## config.mk

```make
export PLATFORM = sky130hd
export DESIGN_NAME = sound_sequencer
export DESIGN_NICKNAME = d
export VERILOG_FILES = /design/src/rtl/sound_sequencer.sv
export SDC_FILE = /design/constraint.sdc
export NUM_CORES = 1
export LEC_CHECK = 0
export BUFFER_PORTS_ARGS = -buffer_cell sky130_fd_sc_hd__buf_4
export CAP_MARGIN = 20
export CORE_MARGIN = 1.5
export CORE_UTILIZATION = 45
export CTS_CLUSTER_DIAMETER = 30
export DETAILED_ROUTE_END_ITERATION = 16
export PLACE_DENSITY_LB_ADDON = 0.25
export SLEW_MARGIN = 20
export SYNTH_ARGS = -nofsm -noshare
export SYNTH_HDL_FRONTEND = slang
export SYNTH_SLANG_ARGS = --single-unit
```

## constraint.sdc

```tcl
create_clock -name clk -period 4 [get_ports clk]
set_input_delay 0.8 -clock clk [delete_from_list [all_inputs] [get_ports clk]]
set_output_delay 0.8 -clock clk [all_outputs]
set_load 0.005 [all_outputs]
```

## src/rtl/sound_sequencer.sv

```systemverilog
`default_nettype none
// ============================================================================
// Module      : sound_sequencer
// Description : Collects one-cycle sound requests, arbitrates them by fixed
//               priority (req[3] highest) and plays the granted hard-coded
//               note sequence by driving the oscillator divisor and enable.
//               A higher-priority request preempts a running sequence.
// Revision    : 1.0 - initial release
// ============================================================================
module sound_sequencer #(
    parameter int TICK_DIV = 120000
) (
    input  logic       clk,
    input  logic       nRst,
    input  logic [3:0] req,
    input  logic       mute,
    output logic [7:0] freq,
    output logic       tone_en,
    output logic       busy,
    output logic [1:0] playing_id,
    output logic       done
);

    localparam int                  C_TICK_W    = $clog2(TICK_DIV);
    localparam logic [C_TICK_W-1:0] C_TICK_LAST = C_TICK_W'(TICK_DIV - 1);

    typedef enum logic [1:0] {
        S_IDLE = 2'd0,
        S_PLAY = 2'd1,
        S_GAP  = 2'd2
    } state_t;

    typedef struct packed {
        logic [7:0] div;
        logic [7:0] dur;
    } note_t;

    // Note ROM: divisor and duration (in ticks) for note idx of sequence id.
    function automatic note_t note_rom(input logic [1:0] id, input logic [1:0] idx);
        note_t n;
        case ({id, idx})
            4'b00_00: n = '{8'd89,  8'd2};
            4'b01_00: n = '{8'd89,  8'd10};
            4'b01_01: n = '{8'd67,  8'd10};
            4'b10_00: n = '{8'd156, 8'd50};
            4'b11_00: n = '{8'd119, 8'd20};
            4'b11_01: n = '{8'd134, 8'd20};
            4'b11_10: n = '{8'd156, 8'd20};
            4'b11_11: n = '{8'd178, 8'd40};
            default:  n = '{8'd0,   8'd1};
        endcase
        return n;
    endfunction

    // Index of the final note of each sequence.
    function automatic logic [1:0] last_idx(input logic [1:0] id);
        case (id)
            2'd1:    return 2'd1;
            2'd3:    return 2'd3;
            default: return 2'd0;
        endcase
    endfunction

    // Highest set bit of the pending vector (0 when empty; qualify with |p).
    function automatic logic [1:0] top_bit(input logic [3:0] p);
        if (p[3])      return 2'd3;
        else if (p[2]) return 2'd2;
        else if (p[1]) return 2'd1;
        else           return 2'd0;
    endfunction

    state_t              state_q, state_d;
    logic [3:0]          pending_q, pending_d;
    logic [C_TICK_W-1:0] tick_q, tick_d;
    logic [7:0]          dur_cnt_q, dur_cnt_d;
    logic [1:0]          note_q, note_d;
    logic [7:0]          freq_q, freq_d;
    logic                tone_en_q, tone_en_d;
    logic                busy_q, busy_d;
    logic [1:0]          id_q, id_d;
    logic                done_q, done_d;

    logic [1:0]          w_win;
    logic                w_grant;
    logic                w_tick_end;
    note_t               w_load;

    assign w_win      = top_bit(pending_q);
    // In IDLE any pending request wins; while playing only a strictly
    // higher-priority one may preempt.
    assign w_grant    = (|pending_q) && ((state_q == S_IDLE) || (w_win > id_q));
    assign w_tick_end = (tick_q == C_TICK_LAST);
    // The note about to be loaded: note 0 of a new grant, else the next note.
    assign w_load     = note_rom(w_grant ? w_win : id_q,
                                 w_grant ? 2'd0  : note_q + 2'd1);

    // Next-state and registered-output computation for the sequencer.
    always_comb begin
        state_d   = state_q;
        pending_d = pending_q | req;
        tick_d    = tick_q;
        dur_cnt_d = dur_cnt_q;
        note_d    = note_q;
        freq_d    = freq_q;
        tone_en_d = tone_en_q;
        busy_d    = busy_q;
        id_d      = id_q;
        done_d    = 1'b0;

        if (mute) begin
            state_d   = S_IDLE;
            pending_d = '0;
            tick_d    = '0;
            dur_cnt_d = '0;
            note_d    = '0;
            freq_d    = '0;
            tone_en_d = 1'b0;
            busy_d    = 1'b0;
        end else if (w_grant) begin
            // A request arriving on the grant cycle re-sets its bit (replay).
            state_d   = S_PLAY;
            pending_d = (pending_q & ~(4'b0001 << w_win)) | req;
            tick_d    = '0;
            dur_cnt_d = w_load.dur;
            note_d    = '0;
            freq_d    = w_load.div;
            tone_en_d = 1'b1;
            busy_d    = 1'b1;
            id_d      = w_win;
        end else begin
            case (state_q)
                S_PLAY: begin
                    tick_d = w_tick_end ? '0 : tick_q + 1'b1;
                    if (w_tick_end) begin
                        dur_cnt_d = dur_cnt_q - 8'd1;
                    end
                    if (w_tick_end && (dur_cnt_q == 8'd1)) begin
                        dur_cnt_d = '0;
                        freq_d    = '0;
                        tone_en_d = 1'b0;
                        if (note_q == last_idx(id_q)) begin
                            state_d = S_IDLE;
                            note_d  = '0;
                            busy_d  = 1'b0;
                            done_d  = 1'b1;
                        end else begin
                            state_d = S_GAP;
                        end
                    end
                end
                S_GAP: begin
                    if (w_tick_end) begin
                        state_d   = S_PLAY;
                        tick_d    = '0;
                        note_d    = note_q + 2'd1;
                        dur_cnt_d = w_load.dur;
                        freq_d    = w_load.div;
                        tone_en_d = 1'b1;
                    end else begin
                        tick_d = tick_q + 1'b1;
                    end
                end
                default: ;
            endcase
        end
    end

    // State and output registers with synchronous active-low reset.
    always_ff @(posedge clk) begin
        if (!nRst) begin
            state_q   <= S_IDLE;
            pending_q <= '0;
            tick_q    <= '0;
            dur_cnt_q <= '0;
            note_q    <= '0;
            freq_q    <= '0;
            tone_en_q <= 1'b0;
            busy_q    <= 1'b0;
            id_q      <= '0;
            done_q    <= 1'b0;
        end else begin
            state_q   <= state_d;
            pending_q <= pending_d;
            tick_q    <= tick_d;
            dur_cnt_q <= dur_cnt_d;
            note_q    <= note_d;
            freq_q    <= freq_d;
            tone_en_q <= tone_en_d;
            busy_q    <= busy_d;
            id_q      <= id_d;
            done_q    <= done_d;
        end
    end

    assign freq       = freq_q;
    assign tone_en    = tone_en_q;
    assign busy       = busy_q;
    assign playing_id = id_q;
    assign done       = done_q;

endmodule
`default_nettype wire

```

==> impl_results.md, run 1 <==
* Die Height at around 77 um
* Clock Latency Late Sink at 0.30 ns
* Nets in the synthesized netlist at 330
* Met3 WL at 307 um
* HPWL reported at the end of detailed placement at 4110 um
* Req. time, crit path at 4.24 ns
* Area contributors post-synth: dfxtp_1 35%, nor2_1 6.5%, a21oi_1 4.4%
* Proportion of netlist area held by the largest area contributor at 0.353
* Overall global routing resource usage at 0.204
* CTS clock-pin slew for the worst setup and hold paths at 0.08 ns
* Placement row count at 26
* Capture endpoint of the worst hold path: freq[3]$_SDFFE_PP0P_
* Number of clock sinks at between 40 and 50
* Ant diodes at 0
* Root Buffer: clkbuf_8
* Async set-or-reset flop fraction in the synthesized netlist at 0
* Highest routed layer: met4
* Outcome: finished, final reports clean
* Cell depth of the worst min-delay path at 2
* Number of antenna violations at the first check in global routing at 0
* Finished layout cell area at 0.00280 mm2
* Fill cells at 508
* Total design power at 0.00100 W
* Final RePlAce weighted congestion at 0.871
* Number of max-cap violations at 0
* CP bufs+invs at 1
* Overflow left after global routing at 0
* Full die area at 0.00600 mm2
* Post-synth EDFFs at 0
* Final routed DRC violation total at 0
* Critical Path Fanout Max at 8
* Final setup viols at 0
* Post-route minimum period at about 2.7 ns
* Cell Count Post-Placement at 390
* Max frequency at 365 MHz
* End of the worst register-to-register path: dur_cnt_q[3]$_SDFFE_PP0P_
* Data arrival time of the critical path at 2.98 ns
* Net count, final at approximately 340
* Maximum clock path buffer count at 2
* First-pass GRT wire length at 9850 um
* Power per cell area at 358 mW/mm2
* Post-detailed-placement cell area at between 0.002 and 0.003 mm2
* Number of hold-slack violations in the final timing report at 0
* Part of the cycle the worst path needs at 0.685
* Total negative setup slack at 0 ns
* Max stage delay cell, worst path: a211oi_1
* Top Ports at 20
* Filler-free cell count of the finished design at 398
* Area growth syn-to-layout at 12.1%
* Total clock buffers created by CTS at 5
* Final standard cell utilization of the core at 0.534
* Vias per inst at 5.87
* Worst reg2reg path startpoint: pending_q[3]$_SDFF_PP0_
* H-tree depth at 2
* CTS tree: built
* Layout cells sized above 1 at 0.110
* Class of the most critical setup path: reg2reg
* Count of cells resized by post-cts repair at 0
* Initial core utilization at 0.476
* Post-CTS Hold Fix Bufs at 0
* Cells along the critical path: nor2_1 > inv_1 > ha_1 > or2_2 > o211a_1 > a211oi_1 > a221o_1 > a32o_1
* Distinct cell type count of the synthesized netlist at 55
* Core area at 0.00524 mm2
* VDD IR-drop max at 0.000207 V
* CP top delay family: compound AO/OA/AOI/OAI gates
* Delay of the slowest cell on the worst path at 0.63 ns
* DR WL/cell at 14.6 um
* Largest net degree at the start of global routing at 19
* Initial DRC Count at approximately 260
* Actual slew at the worst max-slew pin at 0.762 ns
* Iteration count of the initial detailed-routing pass at 4
* Final Max Slew Viols at 0
* Leakage power total at 1.02 nW
* Port buffer count at 19
* Number of setup buffers added after CTS at 0
* Average cell area after synthesis at slightly below 8 um2
* Combined area of all synthesized cells at 0.00249 mm2
* Worst min-delay path category: reg2reg
* Final Skew at approximately 0.0075 ns
* Post-DRT Antenna Nets at 0
* Critical Path Sink Type: flop
* Total vias in the final route at 2337
* RSZ-0062 raised after global routing: false
* Total number of yosys warnings at 0
* Worst Setup Start Kind: flop
* Metal1 wirelength at 2950 um
* Total length of routed wires at 5830 um
* Startpoint of the most critical hold path: freq[3]$_SDFFE_PP0P_
* Instance count of the mapped netlist at about 320
* Via count of the first global-routing pass at approximately 2000
* R2r setup slk at 1.26 ns
* Met2 Routed Length at between 2000 and 2500 um
* Cell count of the worst reg-to-reg path at 8
* Synth area leader: dfxtp_1
* Die outline width at roughly 77 um
* Normalized max-slew margin at 0.487
* Register area share after synthesis at 0.353
* Count of state elements after synthesis at 44
* Flip-flop cell with the highest count after synthesis: dfxtp_1
## registers in the layout, summed over array words and instances (netlist names)
name	flops
busy	1
done	1
dur_cnt_q	8
freq	7
note_q	2
pending_q	4
playing_id	2
state_q	2
tick_q	17
## tightest hold or removal path, stage by stage (launching register included)
cell     delay [ns]
dfxtp_1        0.32
nand2_1        0.05
a21oi_1        0.05
## cell usage after synthesis (4+ instances only)
library cell and instances:
nand2b_1 4, nor2b_1 5, xor2_1 9, nand3_1 10, nor3_1 12, dfxtp_1 44, nand4_1 8, nand2_1 25
o31ai_1 4, nor2_1 43, xnor2_1 11, and3_1 5, a21oi_1 22, clkbuf_1 12, inv_1 15, o21ai_0 16
ha_1 8
## where the power goes
part	switching [W]	internal (W)
registers	0.0000176	0.000451
clock network	0.000149	0.000220
logic	0.0000973	0.0000661
total	0.000264	0.000738
## placed cells by master (no fill, tap or decap), types with 5 or more instances in the layout
master    instances
nand4_1           8
inv_1            15
xor2_1            9
buf_4            20
nand3_1          10
nor2b_1           5
o21ai_0          16
nor3_1           12
nand2_1          25
ha_1              8
dfxtp_1          44
xnor2_1          11
and3_1            5
clkbuf_8          7
nor2_1           43
a21oi_1          22
## worst max-delay path by stage
stage / start / endpoint / cells after the start
5_1_grt: pending_q[3]$_SDFF_PP0_ / dur_cnt_q[7]$_SDFFE_PP0P_ / 8
6_report: pending_q[3]$_SDFF_PP0_ / dur_cnt_q[3]$_SDFFE_PP0P_ / 8
4_1_cts: pending_q[3]$_SDFF_PP0_ / dur_cnt_q[7]$_SDFFE_PP0P_ / 8
3_3_place_gp: pending_q[3]$_SDFF_PP0_ / dur_cnt_q[7]$_SDFFE_PP0P_ / 8
2_1_floorplan: playing_id[1]$_SDFFE_PN0N_ / dur_cnt_q[7]$_SDFFE_PP0P_ / 8
3_5_place_dp: pending_q[3]$_SDFF_PP0_ / dur_cnt_q[7]$_SDFFE_PP0P_ / 8
## metal layers
layer  up-vias  track usage
met5         -            0
met4         0       0.0636
met3        14       0.0471
met2        61        0.296
met1      1092        0.298
li1       1170            -
## per-stage QoR
step                      setup slack, ns  hold slack (ns)
after floorplan                      1.50            0.448
after CTS                            1.30            0.472
after detailed placement             1.33            0.455
final                                1.26            0.465
after global placement               1.40            0.450
after global routing                 1.08            0.493
## layout make-up
type	instances	area, um2	area share
clock buffers	7	96.3	0.0344
clock inverters	1	30.0	0.0107
inverters	15	56.3	0.0201
multi-input cells	241	1500	0.535
flip-flops and latches	44	881	0.315
well taps	70	87.6	0.0313
repair buffers	20	150	0.0537
## kinds of logic after synthesis
group,after synthesis,synth area share
xor+xnor,20,0.0702
flops,44,0.353
fa+ha+maj,8,0.0401
compound gates,81,0.222
simple gates,132,0.268
buf+inv,30,0.0471
Note: power is estimated with default switching activity, not from simulation.
==> inputs of run 2 (changes only) <==
==> constraint.sdc (replaced) <==
create_clock -name clk -period 2.6 [get_ports clk]
set_input_delay 0.52 -clock clk [delete_from_list [all_inputs] [get_ports clk]]
set_output_delay 0.52 -clock clk [all_outputs]
set_load 0.005 [all_outputs]
==> impl_results.md, run 2 (synthesis gave the netlist of run 1 again) <==
* Class of the most critical setup path: reg2reg (unchanged)
* Number of clock sinks at 44 (unchanged)
* DR WL/cell at 14.5 um (was 14.6 um)
* Worst min-delay path category: in2reg (was reg2reg)
* Max stage delay cell, worst path: or4_4 (was a211oi_1)
* HPWL reported at the end of detailed placement at 4340 um (was 4110 um)
* Post-route minimum period at 2.44 ns (was 2.74 ns)
* Net count, final at 358 (was 342)
* Switching power at 0.000417 W (was 0.000264 W)
* Fill cells at 507 (was 508)
* Clock share of power at 0.361 (was 0.369)
* Most used cells in the layout excluding fill and tap cells: 44 x dfxtp_1, 43 x nor2_1, 36 x buf_4 (was 44 x dfxtp_1, 43 x nor2_1, 25 x nand2_1)
* H-tree depth at 2 (unchanged)
* Req. time, crit path at 2.83 ns (was 4.24 ns)
* Largest net degree at the start of global routing at 18 (was 19)
* Vias per inst at 5.74 (was 5.87)
* CP top delay family: simple AND/OR/NAND/NOR gates (was compound AO/OA/AOI/OAI gates)
* CTS clock-pin slew for the worst setup and hold paths at 0.09 ns (was 0.08 ns)
* Final RePlAce weighted congestion at 0.933 (was 0.871)
* Port buffer count at 19 (unchanged)
* Pint at 0.00116 W (was 0.000738 W)
* Total clock buffers created by CTS at 5 (unchanged)
* Final Max Slew Viols at 0 (unchanged)
* Overall global routing resource usage at 0.210 (was 0.204)
* Area growth syn-to-layout at 17.1% (was 12.1%)
* Share of total power consumed by net switching at 0.264 (was 0.263)
* Top Ports at 20 (unchanged)
* Final routed DRC violation total at 0 (unchanged)
* Initial DRC Count at 186 (was 264)
* Cells along the critical path: or4b_4 > or4_4 > o21a_1 > or4_1 > a31oi_1 (was nor2_1 > inv_1 > ha_1 > or2_2 > o211a_1 > a211oi_1 > a221o_1 > a32o_1)
* Number of hold-slack violations in the final timing report at 0 (unchanged)
* Placement row count at 26 (unchanged)
* Leakage power total at 1.09 nW (was 1.02 nW)
* Root Buffer: clkbuf_8 (unchanged)
* Die Height at 77.5 um (unchanged)
* Overflow left after global routing at 0 (unchanged)
* Core area at 0.00524 mm2 (unchanged)
* Critical Path Sink Type: flop (unchanged)
* Via count of the first global-routing pass at 2116 (was 2038)
* Most frequent standard cell in the layout excluding fill and tap cells: dfxtp_1 (unchanged)
* Flip-flop count of the largest register after layout at 17 (unchanged)
* Data arrival time of the critical path at 2.67 ns (was 2.98 ns)
* Full die area at 0.00600 mm2 (unchanged)
* Iteration count of the initial detailed-routing pass at 4 (unchanged)
* CTS tree: built (unchanged)
* VDD IR-drop max at 0.000371 V (was 0.000207 V)
* Total vias in the final route at 2377 (was 2337)
* Layout cells sized above 1 at 0.157 (was 0.110)
* Power per cell area at 541 mW/mm2 (was 358 mW/mm2)
* Post-DRT Antenna Nets at 0 (unchanged)
* Max frequency at 409 MHz (was 365 MHz)
* CP bufs+invs at 0 (was 1)
* Clock Latency Late Sink at 0.30 ns (about the same)
* Die outline width at 77.5 um (unchanged)
* RSZ-0062 raised after global routing: false (unchanged)
* Ant diodes at 0 (unchanged)
* Filler-free cell count of the finished design at 414 (was 398)
* Final setup viols at 0 (unchanged)
* Initial core utilization at 0.476 (unchanged)
* First-pass GRT wire length at 10100 um (was 9850 um)
* Outcome: finished, final reports clean (unchanged)
* Number of antenna violations at the first check in global routing at 0 (unchanged)
* Worst Setup Start Kind: flop (unchanged)
* Total length of routed wires at 6020 um (was 5830 um)
* Part of the cycle the worst path needs at 0.940 (was 0.685)
* Number of max-cap violations at 0 (unchanged)
* Combinational power share at 0.189 (was 0.163)
* Final Skew at 0.00969 ns (was 0.00752 ns)
* Actual slew at the worst max-slew pin at 0.704 ns (was 0.762 ns)
* Maximum clock path buffer count at 2 (unchanged)
* Largest register by flop count: tick_q (unchanged)
* Total negative setup slack at 0 ns (unchanged)
* Sequential power share at 0.450 (was 0.468)
* Critical Path Fanout Max at 12 (was 8)
* Normalized max-slew margin at 0.526 (was 0.487)
* Delay of the slowest cell on the worst path at 0.61 ns (was 0.63 ns)
* Cell Count Post-Placement at 406 (was 390)
run 2: worst reg2reg max path: cells and delay by family (launching register included):
family | cells | cell delay [ns]
flops | 1 | 0.34
simple gates | 3 | 1.66
compound gates | 2 | 0.38
run 2: layout make-up:
class                   instances  area, um2  share of cell area
clock buffers                   7       96.3              0.0330
repair buffers                 36        270              0.0925
flip-flops and latches         44        881               0.302
multi-input cells             241       1500               0.513
well taps                      70       87.6              0.0300
inverters                      15       56.3              0.0193
clock inverters                 1       30.0              0.0103
run 2: final timing paths:
path                                             endpoint              startpoint  slack [ns]  depth (start not counted)
worst min-delay path              pending_q[3]$_SDFF_PP0_                  req[3]        0.42                          3
worst max register to register  dur_cnt_q[7]$_SDFFE_PP0P_  tick_q[8]$_SDFFE_PP0P_        0.16                          5
worst min register to register       freq[1]$_SDFFE_PP0P_    freq[1]$_SDFFE_PP0P_        0.46                          2
worst max-delay path            dur_cnt_q[7]$_SDFFE_PP0P_  tick_q[8]$_SDFFE_PP0P_        0.16                          5
run 2: through the flow:
| stage | hold WS [ns] | instance area (um2) | total power, W | setup WS, ns | utilization |
|---|---|---|---|---|---|
| 6_report | 0.415 | 2920 | 0.00158 | 0.156 | 0.558 |
| 5_1_grt | 0.454 | 2920 | 0.00166 | 0.0478 | 0.558 |
| 3_5_place_dp | 0.451 | 2790 | 0.00102 | 0.166 | 0.533 |
| 4_1_cts | 0.419 | 2920 | 0.00158 | 0.154 | 0.557 |
| 3_3_place_gp | 0.445 | 2790 | 0.00101 | 0.193 | 0.533 |
| 2_1_floorplan | 0.448 | 2490 | 0.000908 | 0.0988 | - |
run 2: metal layers:
metal | wire, um | vias to the layer above | global-route usage
met5 | 0 | - | 0
met4 | 86 | 0 | 0.0673
met3 | 327 | 9 | 0.0376
met2 | 2580 | 68 | 0.315
met1 | 3020 | 1103 | 0.302
li1 | - | 1197 | -
run 2: timing repair:
action / CTS / global route
hold buffers: 0 / 0
resized for setup: 0 / 2
setup endpoints to repair: 0 / 3
setup buffers: 0 / 0
run 2: power groups by stage:
stage / Sequential [W] / Clock (W) / Combinational (W)
after floorplan: 0.000727 / 0 / 0.000181
after global placement: 0.000726 / 0 / 0.000286
after detailed placement: 0.000727 / 0 / 0.000291
after CTS: 0.000711 / 0.000581 / 0.000292
after global routing: 0.000715 / 0.000613 / 0.000329
final: 0.000711 / 0.000570 / 0.000298
